File: config.mk
export PLATFORM = sky130hd
export DESIGN_NAME = cdb_arbiter
export DESIGN_NICKNAME = d
export VERILOG_FILES = /design/src/rtl/cdb_arbiter.sv
export SDC_FILE = /design/constraint.sdc
export NUM_CORES = 1
export LEC_CHECK = 0
export ABC_CLOCK_PERIOD_IN_PS = 3200
export CAP_MARGIN = 20
export CORE_UTILIZATION = 57
export DETAILED_ROUTE_END_ITERATION = 12
export PLACE_DENSITY = 0.78
export SYNTH_ARGS = -nofsm -noshare
export SYNTH_HDL_FRONTEND = slang
export SYNTH_SLANG_ARGS = --single-unit
File: constraint.sdc
create_clock -name clk -period 3.2 [get_ports clk]
set_clock_uncertainty 0.1 [all_clocks]
set_input_delay 0.32 -clock clk [delete_from_list [all_inputs] [get_ports clk]]
set_output_delay 0.32 -clock clk [all_outputs]
set_load 0.02 [all_outputs]
File: src/rtl/cdb_arbiter.sv
// Common data bus arbiter: per-source result FIFOs (ALU, D-cache) drained one per cycle, round-robin on ties.
// Define CDB_BYPASS_EN to let a result skip its empty FIFO and load the CDB register directly.
module cdb_arbiter #(
  parameter int FIFO_DEPTH = 4,
  parameter int TAG_W      = 6,   // ROB_DEPTH_BITS
  parameter int DATA_W     = 32   // DATA_WIDTH
) (
  input  logic              clk,
  input  logic              rst,
  input  logic              flush,
  input  logic              alu_valid,
  input  logic [TAG_W-1:0]  alu_tag,
  input  logic [DATA_W-1:0] alu_result,
  input  logic              dc_valid,
  input  logic [TAG_W-1:0]  dc_tag,
  input  logic [DATA_W-1:0] dc_data,
  output logic              alu_stall,
  output logic              dc_stall,
  output logic              cdb_valid,
  output logic [TAG_W-1:0]  cdb_tag,
  output logic [DATA_W-1:0] cdb_data,
  output logic              overflow
);

  localparam int PW = (FIFO_DEPTH > 1) ? $clog2(FIFO_DEPTH) : 1;
  localparam int CW = PW + 1;
  localparam int EW = TAG_W + DATA_W;

  typedef enum logic { SRC_ALU = 1'b0, SRC_DC = 1'b1 } src_e;

  // Index 0 is the ALU source, index 1 the D-cache source.
  logic [EW-1:0]     mem_q    [2][FIFO_DEPTH];
  logic [PW-1:0]     wr_q     [2];
  logic [PW-1:0]     wr_d     [2];
  logic [PW-1:0]     rd_q     [2];
  logic [PW-1:0]     rd_d     [2];
  logic [CW-1:0]     cnt_q    [2];
  logic [CW-1:0]     cnt_d    [2];
  logic [EW-1:0]     in_entry [2];

  logic              cdb_valid_q, cdb_valid_d;
  logic [TAG_W-1:0]  cdb_tag_q, cdb_tag_d;
  logic [DATA_W-1:0] cdb_data_q, cdb_data_d;
  logic              ovf_q, ovf_d;
  src_e              last_q, last_d;

  logic [1:0]        in_valid, empty, full, cand, grant, byp, deq, enq;
  logic              sel;
  logic [EW-1:0]     win_entry;

  assign in_valid    = {dc_valid, alu_valid};
  assign in_entry[0] = {alu_tag, alu_result};
  assign in_entry[1] = {dc_tag, dc_data};

  always_comb begin
    empty = '0;
    full  = '0;
    cand  = '0;
    for (int unsigned s = 0; s < 2; s++) begin
      empty[s] = (cnt_q[s] == '0);
      full[s]  = (cnt_q[s] == CW'(FIFO_DEPTH));
`ifdef CDB_BYPASS_EN
      cand[s]  = !empty[s] || in_valid[s];
`else
      cand[s]  = !empty[s];
`endif
    end
  end

  // A tie goes to the source that did not win the previous grant.
  always_comb begin
    grant = '0;
    if (!flush) begin
      if (cand[0] && cand[1]) begin
        if (last_q == SRC_ALU) grant[1] = 1'b1;
        else                   grant[0] = 1'b1;
      end else begin
        grant = cand;
      end
    end
  end

  always_comb begin
    byp = '0;
    deq = '0;
    enq = '0;
    for (int unsigned s = 0; s < 2; s++) begin
`ifdef CDB_BYPASS_EN
      byp[s] = grant[s] && empty[s];
`endif
      deq[s] = grant[s] && !empty[s];
      enq[s] = in_valid[s] && !flush && !full[s] && !byp[s];
    end
  end

  assign sel       = grant[1];
  assign win_entry = byp[sel] ? in_entry[sel] : mem_q[sel][rd_q[sel]];

  always_comb begin
    cdb_valid_d = 1'b0;
    cdb_tag_d   = cdb_tag_q;
    cdb_data_d  = cdb_data_q;
    ovf_d       = ovf_q;
    last_d      = last_q;
    for (int unsigned s = 0; s < 2; s++) begin
      wr_d[s]  = wr_q[s];
      rd_d[s]  = rd_q[s];
      cnt_d[s] = cnt_q[s];
      if (flush) begin
        wr_d[s]  = '0;
        rd_d[s]  = '0;
        cnt_d[s] = '0;
      end else begin
        if (enq[s]) wr_d[s] = wr_q[s] + PW'(1);
        if (deq[s]) rd_d[s] = rd_q[s] + PW'(1);
        cnt_d[s] = cnt_q[s] + CW'(enq[s]) - CW'(deq[s]);
        if (in_valid[s] && full[s]) ovf_d = 1'b1;
      end
    end
    if (|grant) begin
      cdb_valid_d = 1'b1;
      cdb_tag_d   = win_entry[EW-1:DATA_W];
      cdb_data_d  = win_entry[DATA_W-1:0];
      last_d      = src_e'(sel);
    end
  end

  always_ff @(posedge clk or posedge rst) begin
    if (rst) begin
      for (int unsigned s = 0; s < 2; s++) begin
        wr_q[s]  <= '0;
        rd_q[s]  <= '0;
        cnt_q[s] <= '0;
      end
      cdb_valid_q <= 1'b0;
      cdb_tag_q   <= '0;
      cdb_data_q  <= '0;
      ovf_q       <= 1'b0;
      last_q      <= SRC_ALU;
    end else begin
      for (int unsigned s = 0; s < 2; s++) begin
        wr_q[s]  <= wr_d[s];
        rd_q[s]  <= rd_d[s];
        cnt_q[s] <= cnt_d[s];
      end
      cdb_valid_q <= cdb_valid_d;
      cdb_tag_q   <= cdb_tag_d;
      cdb_data_q  <= cdb_data_d;
      ovf_q       <= ovf_d;
      last_q      <= last_d;
    end
  end

  always_ff @(posedge clk) begin
    for (int unsigned s = 0; s < 2; s++) begin
      if (enq[s]) mem_q[s][wr_q[s]] <= in_entry[s];
    end
  end

  // One slot stays free so a result already in flight when stall rises still fits.
  assign alu_stall = (cnt_q[0] >= CW'(FIFO_DEPTH - 1));
  assign dc_stall  = (cnt_q[1] >= CW'(FIFO_DEPTH - 1));
  assign cdb_valid = cdb_valid_q;
  assign cdb_tag   = cdb_tag_q;
  assign cdb_data  = cdb_data_q;
  assign overflow  = ovf_q;

endmodule

Word level (Yosys, flattened, before mapping) --
Memory sizes are Yosys's and may differ from the RTL's. Index checks and enable logic that the tools add are counted.
Operators by class: bitwise operators 4, reductions and logical operators 23, order comparisons 9, $add $sub $neg 8, muxes and demuxes 38, equal/unequal tests 2
Operator list (count):
- two-way mux 152 bit | 2
- two-way mux 38 bit | 8
- demux 38 bit (select 2 bit) | 2
- binary-select mux 38 bit (select 2 bit) | 1
- two-way mux 2 bit | 13
- logical AND 1 bit | 11
- two-way mux 1 bit | 10
- greater-or-equal comparator 3 bit, second input constant | 3
- inverter 2 -> 3 bit | 3
- adder 2 x 1 -> 2 bit, second input constant | 4
- nonzero test 2 bit | 4
- adder 3 x 1 -> 3 bit | 2
- == test 3 bit, second input constant | 2
- greater-or-equal comparator 3 x 2 -> 1 bit, second input constant | 2
- logical NOT 3 bit | 2
- less-than comparator 3 x 1 -> 1 bit, second input constant | 2
- two-way mux 3 bit | 2
- subtractor 3 x 1 -> 3 bit | 2
- logical NOT 1 bit | 5
- greater-or-equal comparator 2 bit, second input constant | 1
- less-than comparator 1 x 2 -> 1 bit, second input constant | 1
- inverter 1 -> 2 bit | 1
- OR reduction 2 bit | 1
Storage, ports and cells: memory bits (writable) 304, bits in registers 55, memories 1, logic and storage cells 96, output and inout port bits 42
Memory list:
- mem_q | depth 2, width 152, read ports 1, clocked after Yosys merged registers in 0, wr ports 2, RTL line 32 | logic [EW-1:0] mem_q [2][FIFO_DEPTH];

Longest topological paths before layout --
depth in word-level cells 14, depth in mapped cells 12, gate-level depth less buffers 12

Worst setup path before layout --
Ideal clock, no wire load.
path kind register to register, start point reg cnt_q[4] in the netlist's numbering, end point reg cnt_q[2] in the netlist's numbering, path slack 0.515 ns, data required time 2.968 ns, stages on the path, launching flop included 12, arrival time 2.453 ns, clock period less this slack 2.685 ns, path buffers 2, setup time 0.132 ns, cell sequence dfrtp_1 o31ai_2 nor3b_4 buf_2 buf_2 ha_1 inv_1 ha_1 inv_1 fa_1 xor2_1 nor2_1
RTL lines:
- start: declaration | RTL line 37 | logic [CW-1:0] cnt_q [2];
- start signal: indexed assignment | RTL line 144 | cnt_q[s] <= cnt_d[s];

Worst setup path after layout --
start point reg cnt_q[4] in the netlist's numbering, end point reg cdb_tag_q[2] (netlist: cdb_tag[2])
Between the ends: longest elaborated chain between the ends 14, elaborated cells between the ends (all ways) 19, those cells by class mux (12); bitwise (2); reduce/logical (4); memory (1)
RTL lines:
- logical NOT 3 bit * | RTL line 60 | empty[s] = (cnt_q[s] == '0);
- logical NOT 1 bit * | RTL line 65 | cand[s] = !empty[s];
- logical AND 1 bit | RTL line 74 | if (cand[0] && cand[1]) begin
- two-way mux 2 bit * | RTL line 74
- two-way mux 2 bit * | RTL line 73 | if (!flush) begin
- inverter 1 -> 2 bit (not written as such) | RTL line 97 | assign win_entry = byp[sel] ? in_entry[sel] : mem_q[sel][rd_q[sel]];
- two-way mux 2 bit (not written as such) (3 in series) | RTL line 97
- inverter 2 -> 3 bit (not written as such) | RTL line 97
- binary-select mux 38 bit (select 2 bit) | RTL line 97
- two-way mux 38 bit (not written as such) (2 in series) | RTL line 97
- two-way mux 38 bit | RTL line 97
- end signal: assignment | RTL line 147 | cdb_tag_q <= cdb_tag_d;
- end: declaration | RTL line 42 | logic [TAG_W-1:0] cdb_tag_q, cdb_tag_d;
Every way passes the cells marked *; elsewhere a longest branch is shown, timed or not. The select of a mux whose other input is x is not followed. A chain may end at the register's enable or synchronous reset.

==> results.py <==
metrics = {
    "status": {
        "outcome": "complete, no violations",
    },
    "finish": {
        "layout.cells.non_filler": 1373,
        "post-route-cell-area_um2": 17000,
        "syn_to_final_growth_pct": 19.5,
        "fin_nets": 1119,
        "drive_above_1_share_pct": 16.0,
    },
    "yosys": {
        "mappedNetlistArea_um2": 14200,
        "postSynth.asyncResetShare_pct": 15.3,
        "ys_seq_elements": 359,
        "synth_cell_type_count": 39,
        "post_synth_inst_count": 884,
        "mappedNetlistNets": 981,
        "synth-seq-area-share_pct": 73.8,
        "synthesis.area_per_instance_um2": 16.1,
        "synthesis.yosys.warnings": 0,
        "primary_flip_flop_cell_chosen_by_synthesis_mapping": "sky130_fd_sc_hd__edfxtp_1",
        "synth_enable_flop_cells": 304,
    },
    "routing": {
        "post-route-drc-count": 0,
        "wl_cell_um": 20.7,
        "detail-route-antenna-nets": 0,
        "drt-initial-drc-count": 513,
        "drt_pre_antenna_iters": 5,
        "via_count": 7764,
        "postRouteWirelength_um": 28400,
        "routed_via_density": 5.65,
    },
    "critical_path": {
        "worstSetupEndpointType": "flip-flop",
        "criticalPathCategory": "flip-flop to flip-flop",
        "worst-endpoint-arrival_ns": 2.92,
        "required_ns": 3.49,
        "critPathMaxFanout": 112,
        "start_kind": "flip-flop",
    },
    "floorplanning": {
        "die_area_um2": 25600,
        "num_rows": 57,
        "die-height_um": 160,
        "die_w_um": 160,
        "design.portCount": 123,
        "coreArea_um2": 24400,
        "start_util_pct": 58.4,
    },
    "clock_network": {
        "cts.root.buffer_cell": "sky130_fd_sc_hd__clkbuf_16",
        "path_clk_slew_ns": 0.06,
        "clock_sinks": 359,
        "postCtsHoldBufs": 0,
        "cts_made_buffers": 35,
        "clk_latency_ns": 0.52,
        "cts_repair_resize_count": 0,
        "cts_htree_levels": 2,
        "tritoncts": "yes",
        "clock_path_buffers": 3,
        "cts_post_setup_buffers_inserted": 0,
    },
    "place": {
        "routabilityCongestion": 0.750,
        "place_inst": 1309,
        "dp_worst_setup_slack_ns": 0.500,
        "dp_hpwl_um": 16800,
        "postPlaceCellArea_um2": 16000,
        "buffer_ports.inserted": 122,
    },
    "global_routing": {
        "wire_length_of_the_first_global_routing_pass_um": 44800,
        "grt-ovfl-total": 0,
        "antenna_violations_before_repair": 2,
        "grt.total_usage_pct": 23.1,
        "grt_start_max_net_pins": 113,
        "vias_in_the_first_global_route": 8071,
    },
    "timing": {
        "achievable-frequency_ghz": 0.381,
        "max_slew.worst_pin.slew_ns": 0.695,
        "fin_hold_viols": 0,
        "rsz_0062_raised_after_global_routing": "false",
        "finalHoldWorstSlack_ns": 0.0173,
        "post-route-min-period_ns": 2.63,
        "timing.max_slew.rel_slack_pct": 53.7,
        "timing.final.max_slew_violations": 0,
        "timing.setup.tns_ns": 0,
        "worst_path_setup_slack_after_routing_ns": 0.572,
        "layout_worst_path_cycle_share_pct": 82.1,
        "finalSetupViolCount": 0,
    },
    "job": {
        "cap_violations": 0,
    },
    "min_path": {
        "hp-class": "input pin to async pin",
    },
    "pwr": {
        "irDropWorstVdd_mv": 0.386,
        "power_density_nw_per_um2": 791,
        "cellLeakagePower_nw": 5.74,
    },
}
## layout make-up
type | instances | area (um2)
Inverter | 17 | 63.8
Antenna cell | 1 | 2.50
Multi-Input combinational cell | 461 | 3470
Fill cell | 1645 | 7370
Sequential cell | 359 | 10500
Timing Repair Buffer | 148 | 1530
Tap cell | 324 | 405
Clock inverter | 14 | 104
Clock buffer | 49 | 928
## path summary, 6_finish.rpt
check	from	end	slack [ns]	cells after the start
worst max-delay path	cnt_q[4]	cdb_tag[2]	0.57	7
worst min-delay path	rst	cdb_data[9]	0.02	2
worst max register to register	cnt_q[4]	cdb_tag[2]	0.57	7
worst min register to register	cdb_data[5]	cdb_data[5]	0.38	2
max in group asynchronous	rst	cdb_tag[1]	2.31	3
min in group clk	alu_result[16]	mem_q[0][54]	0.34	1
## logic make-up (layout without fill, tap and decap cells)
logic type	Yosys count	count (layout)	share of synthesized area, %
AND/OR/NAND/NOR	193	193	5.94
adder cells (fa/ha/maj)	16	16	1.51
AO/OA/AOI/OAI	93	93	5.03
XOR/XNOR	8	8	0.492
buffers and inverters	64	228	2.00
multiplexers	151	151	11.3
other	0	1	0
flip-flops	359	359	73.8
## metrics by stage
| step | power [W] | utilization [%] |
|---|---|---|
| finish | 0.0135 | 69.8 |
| global route | 0.0141 | 69.8 |
| CTS | 0.0136 | 69.8 |
| detailed placement | 0.00982 | 65.5 |
| global placement | 0.00970 | 65.5 |
| floorplan | 0.00842 | - |
## power by group
group	switching, W	leakage (nW)	total [W]	internal [W]
Clock	0.00164	0.510	0.00376	0.00212
Sequential	0.000438	3.44	0.00609	0.00565
Combinational	0.00202	1.79	0.00361	0.00159
## sequential cells by signal (all words and copies together), names as in the netlist
name,count
cdb_data,32
cdb_tag,6
cdb_valid,1
cnt_q,6
last_q,1
mem_q,304
overflow,1
rd_q,4
wr_q,4
## layout by cell type (no fill, tap or decap), types with 2 or more instances in the layout
cell and n:
sky130_fd_sc_hd__nor2b_1 2, sky130_fd_sc_hd__nand3_1 40, sky130_fd_sc_hd__dfrtp_1 53, sky130_fd_sc_hd__clkbuf_16 35, sky130_fd_sc_hd__edfxtp_1 304, sky130_fd_sc_hd__inv_6 3
sky130_fd_sc_hd__o22a_1 2, sky130_fd_sc_hd__or3_1 3, sky130_fd_sc_hd__a21oi_1 2, sky130_fd_sc_hd__buf_12 9, sky130_fd_sc_hd__clkinv_2 8, sky130_fd_sc_hd__inv_1 16
sky130_fd_sc_hd__xor2_1 6, sky130_fd_sc_hd__ha_1 14, sky130_fd_sc_hd__nand2_1 119, sky130_fd_sc_hd__o21ai_0 4, sky130_fd_sc_hd__o211ai_1 74, sky130_fd_sc_hd__clkbuf_1 14
sky130_fd_sc_hd__mux2_2 75, sky130_fd_sc_hd__nor2_1 15, sky130_fd_sc_hd__fa_1 2, sky130_fd_sc_hd__xnor2_1 2, sky130_fd_sc_hd__mux2i_1 76, sky130_fd_sc_hd__and2_2 8
sky130_fd_sc_hd__buf_4 17, sky130_fd_sc_hd__dfrtp_4 2, sky130_fd_sc_hd__clkinv_1 2, sky130_fd_sc_hd__clkdlybuf4s50_1 122
## cells in the mapped netlist, drive strengths merged, types with 2 or more instances
cell / instances / area, um2
fa: 2 / 40.0
buf: 30 / 158
or3: 3 / 18.8
ha: 14 / 175
o21bai: 2 / 18.8
and2: 8 / 50.1
nand3: 40 / 200
xor2: 6 / 52.6
clkbuf: 17 / 63.8
edfxtp: 304 / 9130
mux2: 75 / 845
nor3: 2 / 21.3
mux2i: 76 / 761
o211ai: 74 / 556
inv: 17 / 63.8
nor2b: 2 / 12.5
dfrtp: 55 / 1380
o21ai: 4 / 20.0
nor2: 15 / 56.3
o22a: 2 / 17.5
xnor2: 2 / 17.5
a21oi: 3 / 18.8
nand2: 119 / 447
o31ai: 2 / 20.0
## routing by layer
metal  part of all wire, %  vias to the layer above  track usage (%)  wire length, um
li1                      -                     3618                -                -
met1                    42                     3882             30.1            12000
met2                    51                      209             39.4            14400
met3                   5.1                       53             3.71             1450
met4                   2.1                        2             7.88              589
met5                 0.046                        -                0               13
## critical path, cell delays in order, from the launching register on
cell and delay, ns:
sky130_fd_sc_hd__dfrtp_1 0.47, sky130_fd_sc_hd__o31ai_2 0.35, sky130_fd_sc_hd__nor3b_4 0.30, sky130_fd_sc_hd__buf_12 0.40, sky130_fd_sc_hd__buf_4 0.45, sky130_fd_sc_hd__nand2_1 0.11, sky130_fd_sc_hd__o211ai_1 0.13, sky130_fd_sc_hd__nand3_1 0.11
Note: power is estimated with default switching activity, not from simulation.
